**src/rtl/band_level_tracker_if.sv**
```systemverilog
// Sample-stream handshake from the audio front end into band_level_tracker.
// The front end drives the master side; the tracker exerts back-pressure via sample_ready.
interface band_level_tracker_if #(
  parameter int SAMPLE_W = 16,
  parameter int BAND_W   = 3
);
  logic                sample_valid;
  logic                sample_ready;
  logic [SAMPLE_W-1:0] sample_data;
  logic [BAND_W-1:0]   sample_band;

  modport master (
    output sample_valid,
    output sample_data,
    output sample_band,
    input  sample_ready
  );

  modport slave (
    input  sample_valid,
    input  sample_data,
    input  sample_band,
    output sample_ready
  );
endinterface

```
**src/rtl/band_level_tracker.sv**
```systemverilog
// Per-band peak tracker: accumulates |sample| peaks per band over a video frame, then on
// each vsync falling edge converts peaks to bar heights with peak-hold decay, one band per cycle.
module band_level_tracker #(
  parameter int NUM_BANDS  = 8,
  parameter int SAMPLE_W   = 16,
  parameter int BAND_W     = $clog2(NUM_BANDS),
  parameter int HEIGHT_W   = 9,
  parameter int MAX_HEIGHT = 400,
  parameter int SHIFT      = 6,
  parameter int DECAY      = 4
) (
  input  logic                 Clk,
  input  logic                 Reset_n,
  band_level_tracker_if.slave  smp,
  input  logic                 frame_vs,
  input  logic [BAND_W-1:0]    rd_band,
  output logic [HEIGHT_W-1:0]  rd_height,
  output logic                 frame_done
);

  localparam int MAG_W = SAMPLE_W - 1;
  localparam int IDX_W = $clog2(NUM_BANDS);

  localparam logic [BAND_W:0]     NUM_BANDS_B = (BAND_W + 1)'(NUM_BANDS);
  localparam logic [MAG_W-1:0]    MAX_H_MAG   = MAG_W'(MAX_HEIGHT);
  localparam logic [HEIGHT_W-1:0] MAX_H       = HEIGHT_W'(MAX_HEIGHT);
  localparam logic [HEIGHT_W-1:0] DECAY_H     = HEIGHT_W'(DECAY);
  localparam logic [IDX_W-1:0]    LAST_IDX    = IDX_W'(NUM_BANDS - 1);

  typedef enum logic [0:0] {
    ACCUM  = 1'b0,
    UPDATE = 1'b1
  } state_t;

  state_t              state_q, state_d;
  logic [IDX_W-1:0]    idx_q, idx_d;
  logic                vs_q;
  logic                tick;
  logic                upd_last;

  logic [MAG_W-1:0]    peak [NUM_BANDS];
  logic [HEIGHT_W-1:0] disp [NUM_BANDS];

  // Magnitude with the most-negative code saturated to the largest positive value.
  logic [SAMPLE_W-1:0] neg_data;
  logic [MAG_W-1:0]    mag;

  always_comb begin
    neg_data = '0 - smp.sample_data;
    if (!smp.sample_data[SAMPLE_W-1]) begin
      mag = smp.sample_data[MAG_W-1:0];
    end else if (neg_data[SAMPLE_W-1]) begin
      mag = '1;
    end else begin
      mag = neg_data[MAG_W-1:0];
    end
  end

  logic             in_range;
  logic             accept;
  logic [IDX_W-1:0] smp_idx;

  assign smp.sample_ready = (state_q == ACCUM);
  assign in_range         = ({1'b0, smp.sample_band} < NUM_BANDS_B);
  assign smp_idx          = smp.sample_band[IDX_W-1:0];
  assign accept           = smp.sample_valid && smp.sample_ready && in_range;
  assign tick             = (state_q == ACCUM) && vs_q && !frame_vs;

  // NOTE: sequential state uses non-blocking assignments so every flop samples pre-edge values.
  always_ff @(posedge Clk or negedge Reset_n) begin
    if (!Reset_n) begin
      state_q    <= ACCUM;
      idx_q      <= '0;
      vs_q       <= 1'b1;
      frame_done <= 1'b0;
    end else begin
      state_q    <= state_d;
      idx_q      <= idx_d;
      vs_q       <= frame_vs;
      frame_done <= upd_last;
    end
  end

  // NOTE: every output of this block gets a default first, so no path leaves one unassigned (no latch).
  always_comb begin
    state_d  = state_q;
    idx_d    = idx_q;
    upd_last = 1'b0;
    case (state_q)
      ACCUM: begin
        if (tick) begin
          state_d = UPDATE;
          idx_d   = '0;
        end
      end
      UPDATE: begin
        idx_d = idx_q + IDX_W'(1);
        if (idx_q == LAST_IDX) begin
          upd_last = 1'b1;
          state_d  = ACCUM;
          idx_d    = '0;
        end
      end
      default: begin
        state_d = ACCUM;
        idx_d   = '0;
      end
    endcase
  end

  // Height for the band being refreshed: clamp before narrowing, decay floors at zero.
  logic [MAG_W-1:0]    shifted;
  logic [HEIGHT_W-1:0] h_new, h_dec, h_next;

  always_comb begin
    shifted = peak[idx_q] >> SHIFT;
    h_new   = (shifted > MAX_H_MAG) ? MAX_H : shifted[HEIGHT_W-1:0];
    h_dec   = (disp[idx_q] > DECAY_H) ? (disp[idx_q] - DECAY_H) : '0;
    h_next  = (h_new > h_dec) ? h_new : h_dec;
  end

  // NOTE: these small arrays are flop banks, not RAM, so they are reset; a mid-update reset must clear them.
  always_ff @(posedge Clk or negedge Reset_n) begin
    if (!Reset_n) begin
      for (int i = 0; i < NUM_BANDS; i++) begin
        peak[i] <= '0;
        disp[i] <= '0;
      end
    end else if (state_q == UPDATE) begin
      peak[idx_q] <= '0;
      disp[idx_q] <= h_next;
    end else if (accept && (mag > peak[smp_idx])) begin
      peak[smp_idx] <= mag;
    end
  end

  // Registered read port; out-of-range bands read as zero.
  always_ff @(posedge Clk or negedge Reset_n) begin
    if (!Reset_n) begin
      rd_height <= '0;
    end else if ({1'b0, rd_band} < NUM_BANDS_B) begin
      rd_height <= disp[rd_band[IDX_W-1:0]];
    end else begin
      rd_height <= '0;
    end
  end

endmodule
```
**src/flat_wrapper.sv**
```systemverilog
// flat-port wrapper written by rule: the top's interface ports become plain ports
module band_level_tracker_flat 
#(
  parameter int NUM_BANDS  = 8,
  parameter int SAMPLE_W   = 16,
  parameter int BAND_W     = $clog2(NUM_BANDS),
  parameter int HEIGHT_W   = 9,
  parameter int MAX_HEIGHT = 400,
  parameter int SHIFT      = 6,
  parameter int DECAY      = 4
)
  (Clk, Reset_n, frame_vs, rd_band, rd_height, frame_done, smp_sample_valid, smp_sample_data, smp_sample_band, smp_sample_ready);
  band_level_tracker_if #(.SAMPLE_W(SAMPLE_W), .BAND_W(BAND_W)) smp_i ();
  input  logic Clk;
  input  logic Reset_n;
  input  logic frame_vs;
  input  logic [BAND_W-1:0] rd_band;
  output logic [HEIGHT_W-1:0] rd_height;
  output logic frame_done;
  input wire logic [$bits(smp_i.sample_valid)-1:0] smp_sample_valid;
  input wire logic [$bits(smp_i.sample_data)-1:0] smp_sample_data;
  input wire logic [$bits(smp_i.sample_band)-1:0] smp_sample_band;
  output wire logic [$bits(smp_i.sample_ready)-1:0] smp_sample_ready;
  assign smp_i.sample_valid = smp_sample_valid;
  assign smp_i.sample_data = smp_sample_data;
  assign smp_i.sample_band = smp_sample_band;
  assign smp_sample_ready = smp_i.sample_ready;
  band_level_tracker #(.NUM_BANDS(NUM_BANDS), .SAMPLE_W(SAMPLE_W), .BAND_W(BAND_W), .HEIGHT_W(HEIGHT_W), .MAX_HEIGHT(MAX_HEIGHT), .SHIFT(SHIFT), .DECAY(DECAY)) u_core (.Clk(Clk), .Reset_n(Reset_n), .smp(smp_i), .frame_vs(frame_vs), .rd_band(rd_band), .rd_height(rd_height), .frame_done(frame_done));
endmodule
```
**config.mk**
```make
export PLATFORM = sky130hd
export DESIGN_NAME = band_level_tracker_flat
export DESIGN_NICKNAME = d
export VERILOG_FILES = /design/src/rtl/band_level_tracker_if.sv /design/src/rtl/band_level_tracker.sv /design/src/flat_wrapper.sv
export SDC_FILE = /design/constraint.sdc
export NUM_CORES = 1
export LEC_CHECK = 0
export ABC_AREA = 1
export ABC_CLOCK_PERIOD_IN_PS = 3560
export BUFFER_PORTS_ARGS = -buffer_cell sky130_fd_sc_hd__buf_2
export CORE_AREA = 2 2 202 204
export CTS_CLUSTER_SIZE = 10
export DETAILED_ROUTE_END_ITERATION = 12
export DIE_AREA = 0 0 204 206
export SLEW_MARGIN = 40
export SYNTH_ARGS = -nofsm -noshare
export SYNTH_HDL_FRONTEND = slang
export SYNTH_SLANG_ARGS = --single-unit
```
**constraint.sdc**
```tcl
create_clock -name Clk -period 3.56 [get_ports Clk]
set_clock_uncertainty 0.2 [all_clocks]
set_input_delay 0.178 -clock Clk [delete_from_list [all_inputs] [get_ports Clk]]
set_output_delay 0.178 -clock Clk [all_outputs]
set_load 0.01 [all_outputs]
```
* Word-level counts from Yosys, hierarchy flattened
Index checks and enable logic that the tools add are counted.
** Storage, ports and cells
- Flip-flop bits (word level) :: 207
- Bits of input ports :: 26
- Output and inout port bits :: 11
** Cells by class
- $add $sub $neg :: 3
- Magnitude comparators :: 9
- Eq/ne operators :: 2
- Multiplexer cells :: 35
- Bitwise operators :: 6
- Reduce and logical (&&, ||, !) cells :: 8
** Operators with widths (number)
- two-way mux 120 bit :: 2
- AND 120 bit :: 1
- bitwise mux 120 bit :: 1
- two-way mux 15 bit :: 8
- inverter 120 bit :: 1
- binary-select mux 15 bit (select 3 bit) :: 2
- demux 15 bit (select 3 bit) :: 2
- bitwise mux 72 bit :: 1
- two-way mux 9 bit :: 8
- binary-select mux 9 bit (select 3 bit) :: 2
- demux 9 bit (select 3 bit) :: 1
- subtractor 1 x 16 -> 16 bit (first input constant) :: 1
- > comparator 15 bit :: 1
- >= comparator 4 bit (second input constant) :: 3
- inverter 3 -> 4 bit :: 3
- > comparator 9 x 3 -> 1 bit (second input constant) :: 1
- > comparator 9 bit :: 1
- > comparator 9 bit (second input constant) :: 1
- subtractor 9 x 3 -> 9 bit (second input constant) :: 1
- < comparator 4 x 1 -> 1 bit (second input constant) :: 2
- logical AND 1 bit :: 6
- two-way mux 3 bit :: 2
- one-hot mux 3 bit (2 select lines) :: 1
- two-way mux 1 bit :: 4
- 7 further kinds :: 7

* Logic depth before layout (Yosys ltp)
- Depth after elaboration :: 9
- Mapped depth :: 27

* Least setup slack after synthesis
Ideal clock, no wire load.
- Path kind :: register to register
- From :: reg u_core.idx_q[1]
- To :: reg u_core.disp[17] (netlist name)
- Data arrival time :: 3.194 ns
- Slack :: 0.047 ns
- Cell stages (with the launch flop) :: 24
- Buffers on the path :: 1
- Period minus slack after synthesis :: 3.513 ns
- Path through :: dfrtp_1 > buf_4 > nor2_2 > o211ai_1 > nand2_1 > inv_2 > nand2_2 > ha_1 > inv_1 > nor2_1 > nand3_2 > nand2_4 > inv_2 > nand2_4 > ha_1 > a21oi_1 > o21ai_0 > a21oi_1 > o21ai_1 > nand2_2 > clkinv_1 > o21bai_4 > nand3_1 > nand2_1
** On the way
- Word-level cells in the longest chain between the ends :: 9
** Ends and longest elaborated chain
- start: declaration :: RTL line band_level_tracker.sv:36 : logic [IDX_W-1:0] idx_q, idx_d;
- start signal: assignment :: RTL line band_level_tracker.sv:78 : idx_q <= idx_d;
- inverter 3 -> 4 bit (implied by the code) (*) :: RTL line band_level_tracker.sv:116, band_level_tracker.sv:118, band_level_tracker.sv:131
- binary-select mux 9 bit (select 3 bit) / binary-select mux 15 bit (select 3 bit) (equally long branches) :: RTL line band_level_tracker.sv:118, band_level_tracker.sv:116
- two-way mux 9 bit (implied by the code) / two-way mux 15 bit (equally long branches) (2 in series) :: RTL line band_level_tracker.sv:118, band_level_tracker.sv:116
- subtractor 9 x 3 -> 9 bit (tied with other cells) :: RTL line band_level_tracker.sv:118 : h_dec = (disp[idx_q] > DECAY_H) ? (disp[idx_q] - DECAY_H) : '0;
- two-way mux 9 bit, on equally long branches :: RTL line band_level_tracker.sv:118, band_level_tracker.sv:117
- > comparator 9 bit :: RTL line band_level_tracker.sv:119 : h_next = (h_new > h_dec) ? h_new : h_dec;
- two-way mux 9 bit :: RTL line band_level_tracker.sv:119
- bitwise mux 72 bit (*) :: RTL line band_level_tracker.sv:131 : disp[idx_q] <= h_next;
- end signal: indexed assignment :: RTL line band_level_tracker.sv:131
- end: declaration :: RTL line band_level_tracker.sv:42 : logic [HEIGHT_W-1:0] disp [NUM_BANDS];
Every way passes the cells marked *; elsewhere a longest branch is shown, timed or not. The select of a mux whose other input is x is not followed.
A chain may end at the register's enable or synchronous reset.

* Worst setup path after layout
- From :: reg u_core.idx_q[1]
- To :: reg u_core.disp[5] (netlist name)
Same word-level chain as after synthesis.

==> metrics <==
status=finished, violations left; failing checks=negative setup slack; Rel. slew slack=0.5218; DR pass1 iterations=6; xor and xnor area share after synthesis=0.002605; Row Count=74; Area contributors post-synth=dfrtp_1, nand2_1, inv_1; Synth Area in Adders=0.02698; GRT overflow=0; post-detailed-route count of antenna-violating nets=0; Finished Core Util=0.4304; Pleak=8.520 nW; worst-margin pin slew=0.7165 ns; Cells after Synth=2021; Yosys warnings=0; number of remaining DRC errors=0; die area=42020 sq um; CTS Sinks=207; Vias/cell=5.313; endpoints failing hold=0; sum of negative setup slack=-2.608 ns; count of cell types in the netlist=43; critical path arrival=3.93 ns; syn avg cell area=6.653 sq um; post-layout min period=3.656 ns; share of cells above drive strength 1=0.2059; initial DRC count=1511; most frequent cells in the layout=nand2_1, dfrtp_1, inv_1, buf_4, nor2_1; Seq cells post-synth=207; # Max-Cap Violations=0; pwr dens=1193 nW/um^2; FFs w/ async S/R, synth=1.000; Initial Util=0.3346; worst slack at placement=-0.2904 ns; most used flip-flop cell after synthesis=dfrtp_1; Compound-Gate Fraction of Synth Area=0.1431; Required @ worst endpoint=3.84 ns; WS Path Type=reg2reg; clock tree root buffer cell=clkbuf_16; mapped cell area=13450 sq um; largest net degree at the start of global routing=85; CTS H-tree depth=1; routed wire length per instance=18.92 um; EDFF count, synth=0; Layout area overhead=28.61%; Worst Hold Class=in2async; most common cell after layout, fill and taps aside=nand2_1; Worst Slack Setup Final=-0.09627 ns; share of the synthesized area in the top cell type=0.3834; Worst setup EP type=flip-flop; RSZ-0062 raised after global routing=true; Clock Latency Late Sink=0.56 ns; Reg clk slew, reported paths=0.06 ns; Core ar.=40180 sq um; post-synthesis mux area share=0; CTS buffer count=26; TritonCTS clock tree=done; Tcrit/Tclk final=1.027; IO Port Bufs=36; initial antenna violation count=0; GRT Total Usage=0.2412; Fmax=273.5 MHz; Die X=204 um; global-route wire length before repair=78400 um; Pins Over Slew Limit=0; final WL=52040 um; post-synthesis sequential area ratio=0.3853; die height=206 um; maximum fanout along the worst path=8; Syn Nets=2076; ANT cells=0; Yosys top cell by area=dfrtp_1; largest family of logic cells by synthesized area=simple AND/OR/NAND/NOR gates; Vias=14620; I/O pins=37; overall power=20.64 mW; Post-DP HPWL=35150 um; vias in the first global route=13850; Final GP Congestion=0.9583; # nets final=2260; CTS Buffer Depth=3; startpoint types=flip-flop; Final setup viols=66; Min Hold Slack=0.04165 ns; Peak VDD IR=0.0009571 V; Synth Area in Simple Gates=0.3565
cells by family after synthesis:
| kind of cell | count (synthesis) |
|---|---|
| AOI/OAI and AO/OA | 326 |
| DFF | 207 |
| adders and majority gates | 29 |
| xor gates and xnor gates | 4 |
| buffers and inverters | 281 |
| and+or+nand+nor | 1174 |
cell usage after synthesis, drive strengths merged, types with 8 or more instances:
cell type / number
nand2: 859
dfrtp: 206
inv: 190
nor2: 161
o21ai: 132
nand3: 126
a31oi: 66
a21oi: 55
clkbuf: 41
buf: 40
ha: 29
o22ai: 26
a22oi: 17
a221oi: 16
clkinv: 10
nor3: 9
nand4: 8
what timing repair did:
| item | in CTS | in global routing |
|---|---|---|
| resized for setup | 49 | 144 |
| pin swaps | 18 | 54 |
| gates cloned | 1 | 3 |
| setup buffers | 7 | 11 |
| setup endpoints to repair | 72 | 192 |
| hold buffers | 5 | 0 |
| hold endpoints to repair | 100 | 0 |
cell type report:
cell class	instances	area [sq um]
fillers	4101	22890
multi-input cells	1533	7818
flip-flops and latches	207	5187
repair buffers	237	2092
inverters	200	765.7
clock buffers	39	739.5
well taps	532	665.6
clock inverters	3	26.28
sequential cells by signal, indices dropped and copies added, names as in the netlist:
signal,count
u_core.rd_height,9
u_core.vs_q,1
u_core.disp,72
u_core.peak,120
u_core.state_q,1
u_core.frame_done,1
u_core.idx_q,3
metrics by stage:
step / instances / cell area, sq um
global route: 2751 / 17290
floorplan: 2021 / 13450
finish: 2751 / 17290
global placement: 2682 / 15460
detailed placement: 2682 / 15460
CTS: 2737 / 16530
per-layer routing:
metal	vias to the layer above	track usage	routed length (um)
li1	6891	-	-
met1	6808	0.3058	20740
met2	753	0.4022	24180
met3	165	0.03359	4312
met4	0	0.1222	2813
met5	-	0	0
worst max-delay path, stage by stage, from the launching register on:
cell and delay, ns:
dfrtp_2 0.48, buf_6 0.15, nor2_4 0.10, buf_4 0.16
buf_4 0.15, nand3_1 0.07, nand2_1 0.12, nor2_4 0.06
nand2_1 0.11, nor2_2 0.06, nand3_2 0.09, nand2_4 0.10
buf_6 0.13, nor2_4 0.11, inv_2 0.05, ha_4 0.26
nand2_4 0.06, nor3_2 0.18, nand4_1 0.13, nand2_2 0.15
buf_12 0.13, nand4_1 0.19, nand2_4 0.20, nand2_1 0.06
nand2_1 0.07
where the power goes:
| part | internal (mW) | total, mW | switching, mW | leakage [nW] |
|---|---|---|---|---|
| sequential | 3.30 | 4.06 | 0.758 | 2.68 |
| combinational | 5.50 | 14.1 | 8.62 | 5.46 |
| clock | 1.42 | 2.47 | 1.05 | 0.375 |
| total | 10.2 | 20.6 | 10.4 | 8.52 |
final timing paths:
check	start	to	slack, ns	depth (start not counted)
worst max-delay path	u_core.idx_q[1]	u_core.disp[5]	-0.1	24
worst min-delay path	Reset_n	u_core.disp[8]	0.04	2
worst max register to register	u_core.idx_q[1]	u_core.disp[5]	-0.1	24
worst min register to register	u_core.disp[48]	u_core.disp[48]	0.28	2
max in group asynchronous	Reset_n	u_core.vs_q	2.29	3
min in group Clk	smp_sample_data[4]	u_core.peak[94]	0.06	6
No activity file was read; power rests on OpenSTA's default activity.
